## src/rtl/periph_bus_arbiter.sv

```systemverilog
// ---------------------------------------------------------------------------
// periph_bus_arbiter
//
// Shares the single peripheral bus between two masters (M0 = CPU data port,
// M1 = DMA engine) with round-robin arbitration and one transaction in flight.
// Fast devices complete in a single ACCESS cycle. Addresses inside the slow
// window [SLOW_LO, SLOW_HI] get a bus_stb/bus_sack handshake that is aborted
// with ERR_DATA and bus_err after TIMEOUT+1 unacknowledged WAIT cycles.
//
// Ports
//   clk                 system clock, all state on the rising edge
//   reset               synchronous, active-low reset
//   mX_req/we/addr/wd   master X request, held until mX_ack
//   mX_ack              1-cycle completion pulse to master X
//   mX_rd               master X read data, valid while mX_ack=1
//   bus_err             1-cycle pulse with the ack of a timed-out transaction
//   bus_we/addr/wd      write enable, address and write data to the bridge
//   bus_rd              read data from the bridge (combinational from bus_addr)
//   bus_stb             slow-window strobe
//   bus_sack            slow-device acknowledge, sampled only in WAIT
// ---------------------------------------------------------------------------
module periph_bus_arbiter #(
    parameter logic [31:0] SLOW_LO  = 32'h0000_7f10,
    parameter logic [31:0] SLOW_HI  = 32'h0000_7f2b,
    parameter logic [9:0]  TIMEOUT  = 10'd1023,
    parameter logic [31:0] ERR_DATA = 32'h1723_ffff
) (
    input  logic        clk,
    input  logic        reset,
    input  logic        m0_req,
    input  logic        m0_we,
    input  logic [31:0] m0_addr,
    input  logic [31:0] m0_wd,
    output logic        m0_ack,
    output logic [31:0] m0_rd,
    input  logic        m1_req,
    input  logic        m1_we,
    input  logic [31:0] m1_addr,
    input  logic [31:0] m1_wd,
    output logic        m1_ack,
    output logic [31:0] m1_rd,
    output logic        bus_err,
    output logic        bus_we,
    output logic [31:0] bus_addr,
    output logic [31:0] bus_wd,
    input  logic [31:0] bus_rd,
    output logic        bus_stb,
    input  logic        bus_sack
);

    typedef enum logic [1:0] {
        ST_IDLE   = 2'd0,
        ST_ACCESS = 2'd1,
        ST_WAIT   = 2'd2,
        ST_DONE   = 2'd3
    } state_t;

    function automatic logic in_slow_window(input logic [31:0] addr);
        return (addr >= SLOW_LO) && (addr <= SLOW_HI);
    endfunction

    state_t      state_q,    state_d;
    logic        last_gnt_q, last_gnt_d;   // 0 = M0, 1 = M1; only ties update it
    logic        gnt_q,      gnt_d;        // master owning the in-flight transaction
    logic [9:0]  cnt_q,      cnt_d;
    logic        m0_ack_q,   m0_ack_d;
    logic        m1_ack_q,   m1_ack_d;
    logic [31:0] m0_rd_q,    m0_rd_d;
    logic [31:0] m1_rd_q,    m1_rd_d;
    logic        bus_err_q,  bus_err_d;
    logic        bus_we_q,   bus_we_d;
    logic [31:0] bus_addr_q, bus_addr_d;
    logic [31:0] bus_wd_q,   bus_wd_d;
    logic        bus_stb_q,  bus_stb_d;

    logic        win_s;        // arbitration winner in IDLE
    logic [31:0] win_addr_s;
    logic        cap_s;        // transaction completes at this edge
    logic [31:0] cap_data_s;
    logic        cap_err_s;

    // Next-state, arbitration and completion logic
    always_comb begin
        state_d    = state_q;
        last_gnt_d = last_gnt_q;
        gnt_d      = gnt_q;
        cnt_d      = cnt_q;
        m0_ack_d   = 1'b0;
        m1_ack_d   = 1'b0;
        m0_rd_d    = m0_rd_q;
        m1_rd_d    = m1_rd_q;
        bus_err_d  = 1'b0;
        bus_we_d   = bus_we_q;
        bus_addr_d = bus_addr_q;
        bus_wd_d   = bus_wd_q;
        bus_stb_d  = bus_stb_q;
        win_s      = 1'b0;
        win_addr_s = m0_addr;
        cap_s      = 1'b0;
        cap_data_s = bus_rd;
        cap_err_s  = 1'b0;

        case (state_q)
            ST_IDLE: begin
                bus_we_d  = 1'b0;
                bus_stb_d = 1'b0;
                if (m0_req || m1_req) begin
                    if (m0_req && m1_req) begin
                        win_s      = ~last_gnt_q;
                        last_gnt_d = ~last_gnt_q;
                    end else begin
                        win_s = m1_req;
                    end
                    win_addr_s = win_s ? m1_addr : m0_addr;
                    gnt_d      = win_s;
                    bus_addr_d = win_addr_s;
                    bus_wd_d   = win_s ? m1_wd : m0_wd;
                    // Registered outputs: the ACCESS-cycle values are loaded here
                    bus_we_d   = win_s ? m1_we : m0_we;
                    bus_stb_d  = in_slow_window(win_addr_s);
                    state_d    = ST_ACCESS;
                end else begin
                    state_d = ST_IDLE;
                end
            end
            ST_ACCESS: begin
                if (bus_stb_q) begin
                    cnt_d   = 10'd0;
                    state_d = ST_WAIT;
                end else begin
                    bus_we_d   = 1'b0;
                    cap_s      = 1'b1;
                    cap_data_s = bus_rd;
                    state_d    = ST_DONE;
                end
            end
            ST_WAIT: begin
                // An acknowledge in the timeout cycle still counts as success
                if (bus_sack) begin
                    cap_s      = 1'b1;
                    cap_data_s = bus_rd;
                    bus_we_d   = 1'b0;
                    bus_stb_d  = 1'b0;
                    state_d    = ST_DONE;
                end else if (cnt_q == TIMEOUT) begin
                    cap_s      = 1'b1;
                    cap_data_s = ERR_DATA;
                    cap_err_s  = 1'b1;
                    bus_we_d   = 1'b0;
                    bus_stb_d  = 1'b0;
                    state_d    = ST_DONE;
                end else begin
                    cnt_d = cnt_q + 10'd1;
                end
            end
            ST_DONE: begin
                bus_we_d  = 1'b0;
                bus_stb_d = 1'b0;
                state_d   = ST_IDLE;
            end
            default: begin
                bus_we_d  = 1'b0;
                bus_stb_d = 1'b0;
                state_d   = ST_IDLE;
            end
        endcase

        // Completion loads the owner's ack/rd so they are visible in DONE
        if (cap_s) begin
            bus_err_d = cap_err_s;
            if (gnt_q) begin
                m1_ack_d = 1'b1;
                m1_rd_d  = cap_data_s;
            end else begin
                m0_ack_d = 1'b1;
                m0_rd_d  = cap_data_s;
            end
        end else begin
            bus_err_d = 1'b0;
        end
    end

    // State and registered outputs, synchronous active-low reset
    always_ff @(posedge clk) begin
        if (!reset) begin
            state_q    <= ST_IDLE;
            last_gnt_q <= 1'b1;
            gnt_q      <= 1'b0;
            cnt_q      <= 10'd0;
            m0_ack_q   <= 1'b0;
            m1_ack_q   <= 1'b0;
            m0_rd_q    <= 32'd0;
            m1_rd_q    <= 32'd0;
            bus_err_q  <= 1'b0;
            bus_we_q   <= 1'b0;
            bus_addr_q <= 32'd0;
            bus_wd_q   <= 32'd0;
            bus_stb_q  <= 1'b0;
        end else begin
            state_q    <= state_d;
            last_gnt_q <= last_gnt_d;
            gnt_q      <= gnt_d;
            cnt_q      <= cnt_d;
            m0_ack_q   <= m0_ack_d;
            m1_ack_q   <= m1_ack_d;
            m0_rd_q    <= m0_rd_d;
            m1_rd_q    <= m1_rd_d;
            bus_err_q  <= bus_err_d;
            bus_we_q   <= bus_we_d;
            bus_addr_q <= bus_addr_d;
            bus_wd_q   <= bus_wd_d;
            bus_stb_q  <= bus_stb_d;
        end
    end

    assign m0_ack   = m0_ack_q;
    assign m1_ack   = m1_ack_q;
    assign m0_rd    = m0_rd_q;
    assign m1_rd    = m1_rd_q;
    assign bus_err  = bus_err_q;
    assign bus_we   = bus_we_q;
    assign bus_addr = bus_addr_q;
    assign bus_wd   = bus_wd_q;
    assign bus_stb  = bus_stb_q;

endmodule
```

## config.mk

```make
export PLATFORM = sky130hd
export DESIGN_NAME = periph_bus_arbiter
export DESIGN_NICKNAME = d
export VERILOG_FILES = /design/src/rtl/periph_bus_arbiter.sv
export SDC_FILE = /design/constraint.sdc
export NUM_CORES = 1
export LEC_CHECK = 0
export BUFFER_PORTS_ARGS = -buffer_cell sky130_fd_sc_hd__buf_2
export CORE_UTILIZATION = 48
export DETAILED_ROUTE_END_ITERATION = 16
export MAX_ROUTING_LAYER = met4
export PLACE_DENSITY = 0.81
export SYNTH_ARGS = -nofsm -noshare
export SYNTH_HDL_FRONTEND = slang
export SYNTH_SLANG_ARGS = --single-unit
export TNS_END_PERCENT = 100
```

## constraint.sdc

```tcl
create_clock -name clk -period 2.6 [get_ports clk]
set_input_delay 0.26 -clock clk [delete_from_list [all_inputs] [get_ports clk]]
set_output_delay 0.26 -clock clk [all_outputs]
set_load 0.01 [all_outputs]
```

==> metrics.csv <==
metric,value,unit
count of routing violations after the opening detailed-route iteration,506,
headroom to the max-slew limit,30.51,%
number of standard cells after synthesis,700,
maximum fanout along the worst path,18,
initial antenna violation count,0,
"EDFF count, synth",0,
fin crit share,93.10,%
clock tree from TritonCTS,done,
maximum ir drop on the vdd rail,0.6385,mV
required time at the endpoint of the critical path,2.94,ns
number of top-level design ports,300,
layout cell share with drive strength beyond 1,36.73,%
total inserted antenna cells,0,
status,finished clean,
number of global-route vias before repair,6032,
count of buffers from port buffering,299,
fill cell total of the finished layout,1128,
Critical Path End,m0_rd[23],
Die Span Y,120.3,um
Starting Density,49.97,%
FF-to-FF End,m0_rd[23],
Critical Path Slowest Stage Cell,sky130_fd_sc_hd__o21ai_0,
start of the worst register-to-register path,state_q[0],
smallest hold slack,0.1103,ns
post-synthesis async set-or-reset flop share,0,%
startpoint kind of the worst setup timing path,flip-flop,
Longest Clk Path Bufs,2,
critical path start-end classification,reg2reg,
fmax,0.4131,GHz
total negative setup slack,0,ns
synthesized flop and latch total,147,
kind of end point of the critical path,flip-flop,
worst setup path start,state_q[0],
clock period minus final worst setup slack,2.421,ns
Total Die Area,14480,um^2
"commonest cells after routing, fill and taps aside","sky130_fd_sc_hd__buf_2 (299), sky130_fd_sc_hd__dfxtp_1 (147), sky130_fd_sc_hd__nor2_1 (75), sky130_fd_sc_hd__mux2i_1 (64), sky130_fd_sc_hd__a211oi_1 (64)",
hold crit path type,in2reg,
Buffers & Inverters on Critical Path,1,
final-report hold violation count,0,
clock tree sinks,147,
most instantiated flip-flop cell in the synthesis netlist,sky130_fd_sc_hd__dfxtp_1,
clock latency on the worst-skew pair,0.42,ns
Routed Antenna Nets,0,
H-tree lvl count,4,
overall routed net length,20.31,mm
worst slew pin tran,1.031,ns
clock-pin slew of the registers on the worst-case setup and hold paths,0.06,ns
Power per Cell Area,982.1,nW/um^2
cell at the root of the clock tree,sky130_fd_sc_hd__clkbuf_16,
Horiz. Die Dim,120.3,um
critical-path cell list,"inv_1, ha_1, and2_1, o21ai_0, nand3_1, a21oi_1",
total power,8.751,mW
share of synthesized area occupied by flip-flops and latches,43.77,%
maximum single-stage delay on the critical path,0.81,ns
number of rows in the core area,42,
Avg Vias per Cell,5.746,
routed length per placed instance,17.57,um
unrepaired setup endpoints after global routing,false,
"Slew Viols, Final",0,
post-synthesis instance area,6723,um^2
CTS buffer count,17,
largest net degree at the start of global routing,61,
global-route total usage across every layer,28.13,%
post-synthesis area per instance,9.604,um^2
Max Clock Skew,0.008370,ns
Post-DP HPWL,15.00,mm
"Net count, final",1140,
synthesis warning total,0,
remaining global-route overflow,0,
final setup violation count,0,
first-pass iteration count of the detailed router,5,
last weighted congestion value of the routability-driven placer,0.8923,
depth of the worst register-to-register path,6,
area added between synthesis and finish,32.55,%
standby leakage power,4.143,nW
data arrival at the endpoint of the critical path,2.76,ns
setup slack of the most critical reg-to-reg path,0.18,ns
max-capacitance violation count,0,
"most common cell after layout, fill and taps aside",sky130_fd_sc_hd__buf_2,
cell family with most CP delay,compound AO/OA/AOI/OAI gates,
Post-Syn Nets,873,
wire length of the first global-routing pass,30.98,mm
Residual DRC,0,
placeable core area,13450,um^2
vias post-DR,6642,
stages on the worst setup path,6,
share of the core filled with cells in the final layout,66.24,%
number of distinct standard cells referenced by the synthesized netlist,52,
-- state kept, by name, summed over array words and instances, names as in the netlist, 2 cells and up --
name	flops
m1_rd	32
bus_addr	32
cnt_q	10
m0_rd	32
bus_wd	32
state_q	2
-- report_power, final --
part / internal [mW] / total (mW) / switching, mW / leakage, nW
clock: 1.40 / 2.38 / 0.979 / 0.269
sequential: 2.91 / 3.24 / 0.332 / 1.20
combinational: 1.34 / 3.13 / 1.80 / 2.67
total: 5.64 / 8.75 / 3.11 / 4.14
-- area by class of cell --
class / count / area [um^2] / area share (%)
Tap cell: 176 / 220.2 / 2.471
Inverter: 8 / 30.03 / 0.3370
Clock inverter: 10 / 100.1 / 1.123
Sequential cell: 147 / 2943 / 33.02
Timing Repair Buffer: 315 / 1692 / 18.98
Multi-Input combinational cell: 478 / 3452 / 38.74
Clock buffer: 22 / 474.2 / 5.322
-- metal layers --
| metal | vias to the layer above | GRT usage (%) | wire, um |
|---|---|---|---|
| li1 | 3245 | - | - |
| met1 | 3107 | 35.24 | 8734 |
| met2 | 258 | 44.65 | 9830 |
| met3 | 32 | 5.755 | 1324 |
| met4 | 0 | 10.80 | 416 |
| met5 | - | - | 0 |
-- how the worst min path moves through the flow --
stage / from / endpoint / slack [ns] / cells after the start
finish: bus_rd[11] / m0_rd[11] / 0.11 / 2
global placement: bus_we / bus_we / 0.45 / 2
floorplan: bus_rd[18] / m0_rd[18] / 0.42 / 2
CTS: bus_rd[11] / m0_rd[11] / 0.10 / 2
global route: bus_rd[11] / m0_rd[11] / 0.10 / 2
detailed placement: bus_we / bus_we / 0.46 / 2
-- through the flow --
stage	setup WS, ns	cell area, um^2	instances
after floorplan	0.6468	6723	700
after global placement	0.2687	8332	1124
after detailed placement	0.1773	8332	1124
after CTS	0.1618	8906	1156
after global routing	0.03452	8911	1156
final	0.1794	8911	1156
-- what timing repair did --
action                                  in CTS  in global routing
endpoints found under the setup margin       0                 10
resized for setup                            0                  2
hold buffers                                 0                  0
buffers inserted                             0                  0
-- worst reg2reg max path, cell delays in order (launching register included) --
cell and delay (ns):
sky130_fd_sc_hd__dfxtp_1 0.39, sky130_fd_sc_hd__inv_1 0.10, sky130_fd_sc_hd__ha_1 0.40, sky130_fd_sc_hd__and2_1 0.28, sky130_fd_sc_hd__o21ai_0 0.81, sky130_fd_sc_hd__nand3_1 0.17, sky130_fd_sc_hd__a21oi_1 0.21
-- cells by family (layout without fill, tap and decap cells) --
kind of cell | after synthesis | count (layout) | synth area share, %
buffers and inverters | 75 | 355 | 5.230
AOI/OAI and AO/OA | 195 | 195 | 22.41
xor gates and xnor gates | 1 | 1 | 0.1303
muxes | 65 | 65 | 9.697
and+or+nand+nor | 211 | 211 | 17.64
adders and majority gates | 6 | 6 | 1.117
DFF | 147 | 147 | 43.77
-- cell usage after synthesis, types with 6 or more instances --
library cell / n / area (um^2)
sky130_fd_sc_hd__or3_1: 49 / 306.5
sky130_fd_sc_hd__buf_2: 14 / 70.07
sky130_fd_sc_hd__inv_1: 7 / 26.28
sky130_fd_sc_hd__mux2i_1: 64 / 640.6
sky130_fd_sc_hd__or4_1: 8 / 60.06
sky130_fd_sc_hd__nand3_1: 27 / 135.1
sky130_fd_sc_hd__o21ai_0: 7 / 35.03
sky130_fd_sc_hd__nand2_1: 13 / 48.80
sky130_fd_sc_hd__a21oi_1: 33 / 165.2
sky130_fd_sc_hd__clkbuf_1: 45 / 168.9
sky130_fd_sc_hd__ha_1: 6 / 75.07
sky130_fd_sc_hd__dfxtp_1: 147 / 2943
sky130_fd_sc_hd__nor2_1: 75 / 281.5
sky130_fd_sc_hd__o2111ai_1: 21 / 183.9
sky130_fd_sc_hd__o311a_1: 46 / 460.4
sky130_fd_sc_hd__buf_6: 7 / 78.83
sky130_fd_sc_hd__a211oi_1: 64 / 480.5
Power figures use the tool's default switching activity.
